[config.mk]
export PLATFORM = sky130hd
export DESIGN_NAME = mips_debug_ctrl
export DESIGN_NICKNAME = d
export VERILOG_FILES = /design/src/rtl/mips_debug_ctrl.sv
export SDC_FILE = /design/constraint.sdc
export NUM_CORES = 1
export LEC_CHECK = 0
export ABC_AREA = 1
export ABC_CLOCK_PERIOD_IN_PS = 1700
export BUFFER_PORTS_ARGS = -buffer_cell sky130_fd_sc_hd__buf_2
export CORE_MARGIN = 2
export CORE_UTILIZATION = 45
export DETAILED_ROUTE_END_ITERATION = 10
export PLACE_DENSITY = 0.7
export SYNTH_ARGS = -nofsm -noshare
export SYNTH_HDL_FRONTEND = slang
export SYNTH_SLANG_ARGS = --single-unit
[constraint.sdc]
create_clock -name i_clock -period 1.7 [get_ports i_clock]
set_input_delay 0.255 -clock i_clock [delete_from_list [all_inputs] [get_ports i_clock]]
set_output_delay 0.255 -clock i_clock [all_outputs]
set_load 0.03 [all_outputs]
[src/rtl/mips_debug_ctrl.sv]
//------------------------------------------------------------------------------
// mips_debug_ctrl : serial program loader and run/step clock-enable controller
// Revision 1.0
//------------------------------------------------------------------------------
`default_nettype none

module mips_debug_ctrl #(
    parameter int                    DATA_WIDTH = 32,
    parameter int                    BYTE_WIDTH = 8,
    parameter int                    IMEM_DEPTH = 256,
    parameter logic [DATA_WIDTH-1:0] HALT_WORD  = 32'hFFFF_FFFF,
    parameter int                    CNT_WIDTH  = 16
) (
    input  logic                  i_clock,
    input  logic                  i_reset,
    input  logic [BYTE_WIDTH-1:0] i_rx_data,
    input  logic                  i_rx_valid,
    output logic                  o_rx_ready,
    input  logic                  i_halt,
    output logic [DATA_WIDTH-1:0] o_instruccion,
    output logic [DATA_WIDTH-1:0] o_address,
    output logic                  o_loading,
    output logic                  o_core_enable,
    output logic [1:0]            o_state,
    output logic [CNT_WIDTH-1:0]  o_cycle_count,
    output logic                  o_load_overflow
);

    localparam int SYMS   = DATA_WIDTH / BYTE_WIDTH;
    localparam int BCNT_W = (SYMS > 1) ? $clog2(SYMS) : 1;
    localparam int IDX_W  = (IMEM_DEPTH > 1) ? $clog2(IMEM_DEPTH) : 1;

    localparam logic [BCNT_W-1:0] LAST_SYM = BCNT_W'(SYMS - 1);
    localparam logic [IDX_W-1:0]  LAST_IDX = IDX_W'(IMEM_DEPTH - 1);

    localparam logic [BYTE_WIDTH-1:0] CMD_LOAD = BYTE_WIDTH'(8'h4C);
    localparam logic [BYTE_WIDTH-1:0] CMD_CONT = BYTE_WIDTH'(8'h43);
    localparam logic [BYTE_WIDTH-1:0] CMD_STEP = BYTE_WIDTH'(8'h53);
    localparam logic [BYTE_WIDTH-1:0] CMD_END  = BYTE_WIDTH'(8'h45);

    localparam logic [1:0] ST_IDLE = 2'd0;
    localparam logic [1:0] ST_LOAD = 2'd1;
    localparam logic [1:0] ST_RUN  = 2'd2;
    localparam logic [1:0] ST_STEP = 2'd3;

    logic [1:0]            state, state_nx;
    logic [DATA_WIDTH-1:0] shreg, shreg_nx;
    logic [BCNT_W-1:0]     bcnt, bcnt_nx;
    logic [IDX_W-1:0]      idx, idx_nx;
    logic [DATA_WIDTH-1:0] instr_nx, addr_nx;
    logic                  loading_nx, core_en_nx, rx_ready_nx, ovf_nx;
    logic [CNT_WIDTH-1:0]  cnt_nx;

    logic                             hs;
    logic [DATA_WIDTH+BYTE_WIDTH-1:0] cat;
    logic [DATA_WIDTH-1:0]            word;

    // Little-endian assembly: each new symbol enters at the top and the
    // oldest symbol ends up in the least-significant position.
    assign hs   = i_rx_valid && o_rx_ready;
    assign cat  = {i_rx_data, shreg};
    assign word = cat[DATA_WIDTH+BYTE_WIDTH-1:BYTE_WIDTH];

    always_comb begin
        state_nx    = state;
        shreg_nx    = shreg;
        bcnt_nx     = bcnt;
        idx_nx      = idx;
        instr_nx    = o_instruccion;
        addr_nx     = o_address;
        loading_nx  = 1'b0;
        core_en_nx  = 1'b0;
        ovf_nx      = o_load_overflow;
        cnt_nx      = o_cycle_count;

        if (o_core_enable && (o_cycle_count != {CNT_WIDTH{1'b1}})) begin
            cnt_nx = o_cycle_count + 1'b1;
        end

        case (state)
            ST_IDLE: begin
                if (hs) begin
                    if (i_rx_data == CMD_LOAD) begin
                        state_nx = ST_LOAD;
                        idx_nx   = '0;
                        bcnt_nx  = '0;
                        ovf_nx   = 1'b0;
                    end else if (i_rx_data == CMD_CONT) begin
                        state_nx   = ST_RUN;
                        cnt_nx     = '0;
                        core_en_nx = 1'b1;
                    end else if (i_rx_data == CMD_STEP) begin
                        state_nx = ST_STEP;
                        cnt_nx   = '0;
                    end
                end
            end
            ST_LOAD: begin
                if (hs) begin
                    shreg_nx = word;
                    if (bcnt == LAST_SYM) begin
                        instr_nx   = word;
                        addr_nx    = DATA_WIDTH'(idx);
                        loading_nx = 1'b1;
                        idx_nx     = idx + 1'b1;
                        bcnt_nx    = '0;
                        // HALT_WORD takes precedence when it lands in the last slot.
                        if (word == HALT_WORD) begin
                            state_nx = ST_IDLE;
                        end else if (idx == LAST_IDX) begin
                            state_nx = ST_IDLE;
                            ovf_nx   = 1'b1;
                        end
                    end else begin
                        bcnt_nx = bcnt + 1'b1;
                    end
                end
            end
            ST_RUN: begin
                if (i_halt) begin
                    state_nx = ST_IDLE;
                end else begin
                    core_en_nx = 1'b1;
                end
            end
            default: begin
                if (i_halt) begin
                    state_nx = ST_IDLE;
                end else if (hs) begin
                    if (i_rx_data == CMD_STEP) begin
                        core_en_nx = 1'b1;
                    end else if (i_rx_data == CMD_END) begin
                        state_nx = ST_IDLE;
                    end
                end
            end
        endcase

        // In STEP the receiver is held off for the pulse cycle and the one after.
        case (state_nx)
            ST_RUN:  rx_ready_nx = 1'b0;
            ST_STEP: rx_ready_nx = !core_en_nx && !o_core_enable;
            default: rx_ready_nx = 1'b1;
        endcase
    end

    always_ff @(posedge i_clock or negedge i_reset) begin
        if (!i_reset) begin
            state           <= ST_IDLE;
            shreg           <= '0;
            bcnt            <= '0;
            idx             <= '0;
            o_instruccion   <= '0;
            o_address       <= '0;
            o_loading       <= 1'b0;
            o_core_enable   <= 1'b0;
            o_rx_ready      <= 1'b0;
            o_cycle_count   <= '0;
            o_load_overflow <= 1'b0;
        end else begin
            state           <= state_nx;
            shreg           <= shreg_nx;
            bcnt            <= bcnt_nx;
            idx             <= idx_nx;
            o_instruccion   <= instr_nx;
            o_address       <= addr_nx;
            o_loading       <= loading_nx;
            o_core_enable   <= core_en_nx;
            o_rx_ready      <= rx_ready_nx;
            o_cycle_count   <= cnt_nx;
            o_load_overflow <= ovf_nx;
        end
    end

    assign o_state = state;

endmodule

`default_nettype wire

Word level (Yosys, flattened, before mapping)
Cells that the tools add are included.

Flip-flop bits (word level): 104. Word-level logic and storage cells: 93.

Add/subtract/negate cells: 3. Eq/ne operators: 18. Muxes and demuxes: 49. Reduce and logical (&&, ||, !) cells: 12.

Operators by type and width (count): 2-to-1 mux 16 bit (6); 2-to-1 mux 2 bit (17); equality test 32 bit, second input constant (1); equality test 8 x 7 -> 1 bit, second input constant (4); 2-to-1 mux 8 bit (4); adder 16 x 1 -> 16 bit, second input constant (1); 2-to-1 mux 1 bit (16); != test 16 bit, second input constant (1); one-hot mux 8 bit (2 select lines) (1); != test 2 bit, second input constant (6); adder 8 x 1 -> 8 bit, second input constant (1); equality test 2 bit, second input constant (4); equality test 8 bit, second input constant (1); AND reduction 7 bit (1); one-hot mux 2 bit (3 select lines) (1); AND reduction 5 bit (1); one-hot mux 1 bit (2 select lines) (2); one-hot mux 2 bit (2 select lines) (1); AND reduction 4 bit (1); logical AND 1 bit (3); one-hot mux 1 bit (3 select lines) (1); AND reduction 3 bit (1); adder 2 x 1 -> 2 bit, second input constant (1); equality test 2 x 1 -> 1 bit, second input constant (1); other kinds (4) (5).

Longest topological paths before layout
Gate-level depths: netlist of run 1.

Word-level depth: 8. Gate-level depth with buffers: 11. Depth with buffers taken out: 11.

Worst setup path before layout of run 1
OpenSTA, ideal clock, no wires.

Path kind: flip-flop to flip-flop. Start point: register o_cycle_count[0]. End point: register o_cycle_count[0]. Setup time: 140 ps. Data arrival time: 1722 ps. Required time: 1560 ps. Setup slack: -162 ps. Stages on the path, launching flop included: 10. Period minus slack after synthesis: 1862 ps. Path through: dfrtp_1 > ha_1 > nand3_1 > nor2_1 > nand3_1 > nand2_1 > inv_1 > buf_2 > o21ai_0 > a21oi_1.

Cells in the longest elaborated chain, start to end: 8.

Ends and longest elaborated chain: start: declaration (line 25) `output logic [CNT_WIDTH-1:0] o_cycle_count,`; start signal: assignment (line 170) `o_cycle_count <= cnt_nx;`; branches (longest 2 deep; another with adder 16 x 1 -> 16 bit); 2-to-1 mux 16 bit * (line 76) `if (o_core_enable && (o_cycle_count != {CNT_WIDTH{1'b1}})) begin`; 2-to-1 mux 16 bit (line 92) `end else if (i_rx_data == CMD_STEP) begin`; 2-to-1 mux 16 bit (line 88) `end else if (i_rx_data == CMD_CONT) begin`; 2-to-1 mux 16 bit (line 83) `if (i_rx_data == CMD_LOAD) begin`; 2-to-1 mux 16 bit (line 82) `if (hs) begin`; 2-to-1 mux 16 bit * (line 80) `case (state)`; net cnt_nx[0] (line 52) `logic [CNT_WIDTH-1:0] cnt_nx;`.

Mark *: on every way through the listed nets, which the timed path passes. A chain may end at the register's enable or synchronous reset.

Worst setup path after layout of run 1
Start point: register o_cycle_count[0]. End point: register o_cycle_count[7].

Same word-level chain as after synthesis.

==> results.toml, run 1 <==
[critical_path]
path_class = "flip-flop to flip-flop"
crit_path_top_delay_cell = "dfrtp_2"
cp-start-kind = "flip-flop"
cp_max_fo = 6
cpMostUsedCell = "nor2_1"
crit_chain = "ha_4 > nand3_1 > nor2_1 > nand3_2 > nand2_4 > clkinvlp_4 > nand2_2 > xor2_1 > nor2_1"
critPathCaptureType = "flip-flop"
critPathMaxStageDelay_ns = 0.40
crit_family = "simple AND/OR/NAND/NOR gates"
crit_arrival_ns = 1.83
cp.buffers_inverters = 1
critPathRequiredTime_ns = 1.96

[synth]
ys_seq_area_share_pct = 53.5
yosysWarnings = 0
synthAdderAreaFrac_pct = 0.836
synth.avg_cell_area_um2 = 8.33
synth_compound_area_share_pct = 11.0
yosys.cell_types.count = 31
synth.area.mux_share_pct = 0
synth_edf_count = 0
synth_area_um2 = 4490
synth-async-reset-ratio_pct = 100
synthSimpleGateAreaFrac_pct = 22.9
synthXorXnorAreaFrac_pct = 1.17
ys_ff_latch = 96
synth_flop_cell = "dfrtp_1"
synth_top_family_by_area = "simple AND/OR/NAND/NOR gates"
synth_cells = 539

[clocking]
clk_path_buf_depth = 2
cts_buffers = 9
cts_tree = "built"
cts_root_buffer = "clkbuf_8"
h-tree-depth = 3
worstSkewPairLatency_ns = 0.36
clkSlewWorstSetupHoldPaths_ns = 0.09
clock_sinks = 96

[sta]
fin_crit_sh_pct = 92.3
layout_min_cycle_time_ns = 1.57
finalSetupViolCount = 0
whs_ns = 0.146
drv_slew = 0
hold_violations = 0
tightest_slew_ns = 0.533
max-slew-margin-rel_pct = 64.4
finClkSkew_ns = 0.0128
setup_ws_ns = 0.131
clock.fmax_ghz = 0.638

[grt]
track_usage_pct = 19.4
grt_max_degree = 40
antenna_found_initial = 0
grt_overflow = 0
first_global_vias = 3487
grt_pass1_wl_mm = 16.9

[finish]
final_cell_mix = "138 x nand2_1, 91 x dfrtp_1, 72 x buf_2, 58 x nor2_1, 50 x inv_1"
fin_cells = 770
utilization_pct = 55.0
layout-drive-gt1-share_pct = 22.6
layout.nets = 649
antenna-diode-count = 0
layout_commonest_cell = "nand2_1"
synthToLayoutAreaGrowth_pct = 19.1
final_area_um2 = 5350

[floorplan]
die_w_um = 104
rows = 36
die_h_um = 104
core_um2 = 9730
die_area_um2 = 10800
io_pins = 98
start_util_pct = 46.2

[route]
drt_pre_antenna_iters = 4
vias = 3723
drc = 0
vias_per_cell = 4.84
drtIter0Drc = 207
ant_nets = 0
routed_wl_mm = 10.1
wl_per_cell_um = 13.2

[placement]
dp_hpwl_mm = 7.76
dp_slack_ns = -0.0136
placed_cell_area_um2 = 5080
place_inst = 752
place_congestion = 0.844
port_buffers = 73

[power_and_ir_drop]
leakagePower_uw = 0.00283
powerDensity_nw_per_um2 = 897
max-vdd-ir-drop_mv = 0.475

[flow_run]
cap_viol_max_count = 0

[hold_path]
hold_path_class = "input pin to flip-flop"

[outcome]
status = "finished clean"
## area by class of cell
cell class | instances | area (um2)
tap | 133 | 166
clock buffer | 11 | 141
fill | 963 | 4380
sequential | 96 | 2410
inverter | 57 | 220
timing repair buffer | 98 | 608
multi-input combinational | 371 | 1760
clock inverter | 3 | 43.8
timing repair inverter | 1 | 5.00
## sequential cells by signal, summed over array words and instances (netlist names)
| register | flops |
|---|---|
| shreg | 24 |
| o_core_enable | 1 |
| o_address | 8 |
| idx | 8 |
| o_cycle_count | 16 |
| o_loading | 1 |
| o_state | 2 |
| o_rx_ready | 1 |
| o_instruccion | 32 |
| bcnt | 2 |
| o_load_overflow | 1 |
## logic make-up (layout without fill, tap and decap cells)
| group | count (synthesis) | count (layout) |
|---|---|---|
| AND/OR/NAND/NOR | 244 | 244 |
| adder cells (fa/ha/maj) | 3 | 3 |
| flip-flops | 96 | 96 |
| other | 1 | 24 |
| AO/OA/AOI/OAI | 94 | 94 |
| XOR/XNOR | 6 | 6 |
| buffers and inverters | 95 | 170 |
## layer usage
layer	track usage [%]	routed length, um	up-vias
li1	-	-	1848
met1	27.5	4740	1756
met2	30.2	4640	105
met3	3.26	607	14
met4	6.95	159	0
met5	0	0	-
## tightest hold or removal path, delay by kind of cell
family | cells | cell delay, ns
simple gates | 1 | 0.05
compound gates | 1 | 0.06
buf+inv | 1 | 0.10
## worst paths after layout
| path | from | endpoint | slack, ns | depth (start not counted) |
|---|---|---|---|---|
| min in group asynchronous | i_reset | o_instruccion[4] | 0.42 | 2 |
| worst max register to register | o_cycle_count[0] | o_cycle_count[7] | 0.13 | 9 |
| worst max-delay path | o_cycle_count[0] | o_cycle_count[7] | 0.13 | 9 |
| worst min-delay path | i_rx_data[7] | shreg[31] | 0.15 | 3 |
| worst min register to register | o_address[2] | o_address[2] | 0.48 | 2 |
| max in group asynchronous | i_reset | idx[2] | 0.74 | 3 |
## report_power, final
group | switching (uW) | total (uW) | internal, uW | leakage [uW]
logic | 477 | 700 | 223 | 0.00151
registers | 150 | 2630 | 2480 | 0.00123
clock network | 756 | 1460 | 706 | 0.0000952
## cells in the mapped netlist, types with 2 or more instances
cell,number,area [um2]
buf_2,7,35.0
nand4_1,6,37.5
nand2_1,140,526
inv_2,4,15.0
buf_4,24,180
nor2_1,61,229
a21oi_1,26,130
dfrtp_1,96,2400
xnor2_1,2,17.5
o21ai_1,12,60.1
nand3_1,18,90.1
inv_1,52,195
a31oi_1,2,12.5
buf_6,2,22.5
ha_1,3,37.5
clkbuf_1,5,18.8
nor2_8,2,40.0
nor3_1,8,40.0
o21ai_0,48,240
xor2_1,4,35.0
or2_2,3,18.8
o21ai_2,4,35.0
nand3b_1,2,15.0
## what timing repair did
action,in CTS,in global routing
endpoints found under the setup margin,3,18
pin swaps,0,2
gates resized for setup,2,12
hold endpoints to repair,35,0
gates cloned,1,0
hold buffers,1,0
buffers inserted,0,2
## stage by stage
step	TNS [ns]	total power [uW]
3_5_place_dp	-0.0191	3360
4_1_cts	0	4810
2_1_floorplan	-0.0204	3120
3_3_place_gp	0	3330
5_1_grt	-0.000523	5030
6_report	0	4800
(Power assumes the default switching activity.)
==> run 2, diff against run 1 <==
Settings changed: CORE_MARGIN 2 to 8.
==> results.toml, run 2 (synthesis results as in run 1) <==
[route]
drc = 0
drtIter0Drc = 233
wl_per_cell_um = 13.9
vias = 3739
ant_nets = 0
routed_wl_mm = 10.8
drt_pre_antenna_iters = 4
vias_per_cell = 4.81

[outcome]
status = "finished clean"

[clocking]
worstSkewPairLatency_ns = 0.36
cts_buffers = 9
clkSlewWorstSetupHoldPaths_ns = 0.09
cts_tree = "built"
clock_sinks = 96
h-tree-depth = 3
cts_root_buffer = "clkbuf_8"
clk_path_buf_depth = 2

[critical_path]
crit_family = "simple AND/OR/NAND/NOR gates"
path_class = "flip-flop to flip-flop"
crit_chain = "inv_1 > nor3_1 > nand3_1 > nand2_2 > clkinvlp_4 > buf_6 > a31oi_1 > nor2_1"
cp-start-kind = "flip-flop"
crit_path_top_delay_cell = "dfrtp_1"
critPathCaptureType = "flip-flop"
critPathRequiredTime_ns = 1.95
critPathMaxStageDelay_ns = 0.40
cp_max_fo = 7
crit_arrival_ns = 1.88
cp.buffers_inverters = 3

[finish]
synthToLayoutAreaGrowth_pct = 19.6
fin_cells = 777
top_regs = "o_instruccion (32), shreg (24), o_cycle_count (16)"
final_cell_mix = "138 x nand2_1, 91 x dfrtp_1, 72 x buf_2, 59 x nor2_1, 50 x inv_1"
utilization_pct = 55.2
largest-register = "o_instruccion"
fillers = 920
layout-drive-gt1-share_pct = 23.0
antenna-diode-count = 0
layout_commonest_cell = "nand2_1"
largest_reg_flops = 32
layout.nets = 655
final_area_um2 = 5370

[sta]
max-slew-margin-rel_pct = 66.6
finClkSkew_ns = 0.0132
whs_ns = 0.148
hold_violations = 0
clock.fmax_ghz = 0.617
finalSetupViolCount = 0
tightest_slew_ns = 0.502
fin_crit_sh_pct = 95.3
rsz0062_at_grt = "true"
layout_min_cycle_time_ns = 1.62
drv_slew = 0

[power_and_ir_drop]
powerDensity_nw_per_um2 = 905
power.total_uw = 4860
max-vdd-ir-drop_mv = 0.456
leakagePower_uw = 0.00285

[grt]
grt_pass1_wl_mm = 17.5
first_global_vias = 3613
grt_max_degree = 97
antenna_found_initial = 0
grt_overflow = 0
track_usage_pct = 16.4

[floorplan]
die_h_um = 116
start_util_pct = 46.2
io_pins = 98
die_area_um2 = 13400
die_w_um = 116
core_um2 = 9730
rows = 36

[flow_run]
cap_viol_max_count = 0

[placement]
dp_hpwl_mm = 7.94
port_buffers = 73
placed_cell_area_um2 = 5030
place_congestion = 0.871
place_inst = 748

[hold_path]
hold_path_class = "input pin to flip-flop"
## run 2: cell types whose count changed in the layout (fill, tap and decap cells not counted), sizes merged
| cell | delta |
|---|---|
| clkbuf | +2 |
| clkinv | -1 |
| clkinvlp | -1 |
| buf | +7 |
## run 2: final timing paths
check	end	cells past startpoint	slack (ns)	startpoint
max in group asynchronous	o_cycle_count[1]	3	0.82	i_reset
min	shreg[29]	3	0.15	i_rx_data[5]
max reg2reg	o_cycle_count[14]	8	0.08	o_cycle_count[14]
min in group asynchronous	o_instruccion[2]	3	0.47	i_reset
max	o_cycle_count[14]	8	0.08	o_cycle_count[14]
min reg2reg	o_address[0]	2	0.47	o_address[0]
## run 2: timing repair
item / CTS / global route
hold buffers: 1 / 0
pin swaps: 1 / 3
buffers inserted: 4 / 9
resized for setup: 2 / 11
setup endpoints to repair: 3 / 17
hold endpoints to repair: 96 / 0
## run 2: cell type report
cell class,instances,area (um2),area share [%]
flip-flops and latches,96,2410,44.8
clock inverters,2,38.8,0.722
inverters,57,220,4.10
clock buffers,13,159,2.96
well taps,133,166,3.10
multi-input cells,371,1740,32.4
repair buffers,105,639,11.9
## run 2: per-layer routing
metal | wire, um | GRT usage (%) | up-vias
met5 | 0 | 0 | -
met4 | 123 | 4.75 | 0
met3 | 869 | 4.53 | 14
met2 | 4900 | 25.5 | 113
met1 | 4890 | 21.9 | 1745
li1 | - | - | 1867
## run 2: metrics by stage
step / setup WS, ns / TNS [ns]
after floorplan: -0.00809 / -0.0204
after global placement: 0.0448 / 0
after detailed placement: -0.0227 / -0.0476
after CTS: 0.0121 / 0
after global routing: -0.0240 / -0.0449
final: 0.0794 / 0
## run 2: tightest hold or removal path, stage by stage
cell and delay (ns):
buf_2 0.09, nand2_1 0.05, o21ai_0 0.06
## run 2: where the power goes
part	switching (uW)	internal, uW
clock	762	758
combinational	483	231
sequential	143	2480
total	1390	3470
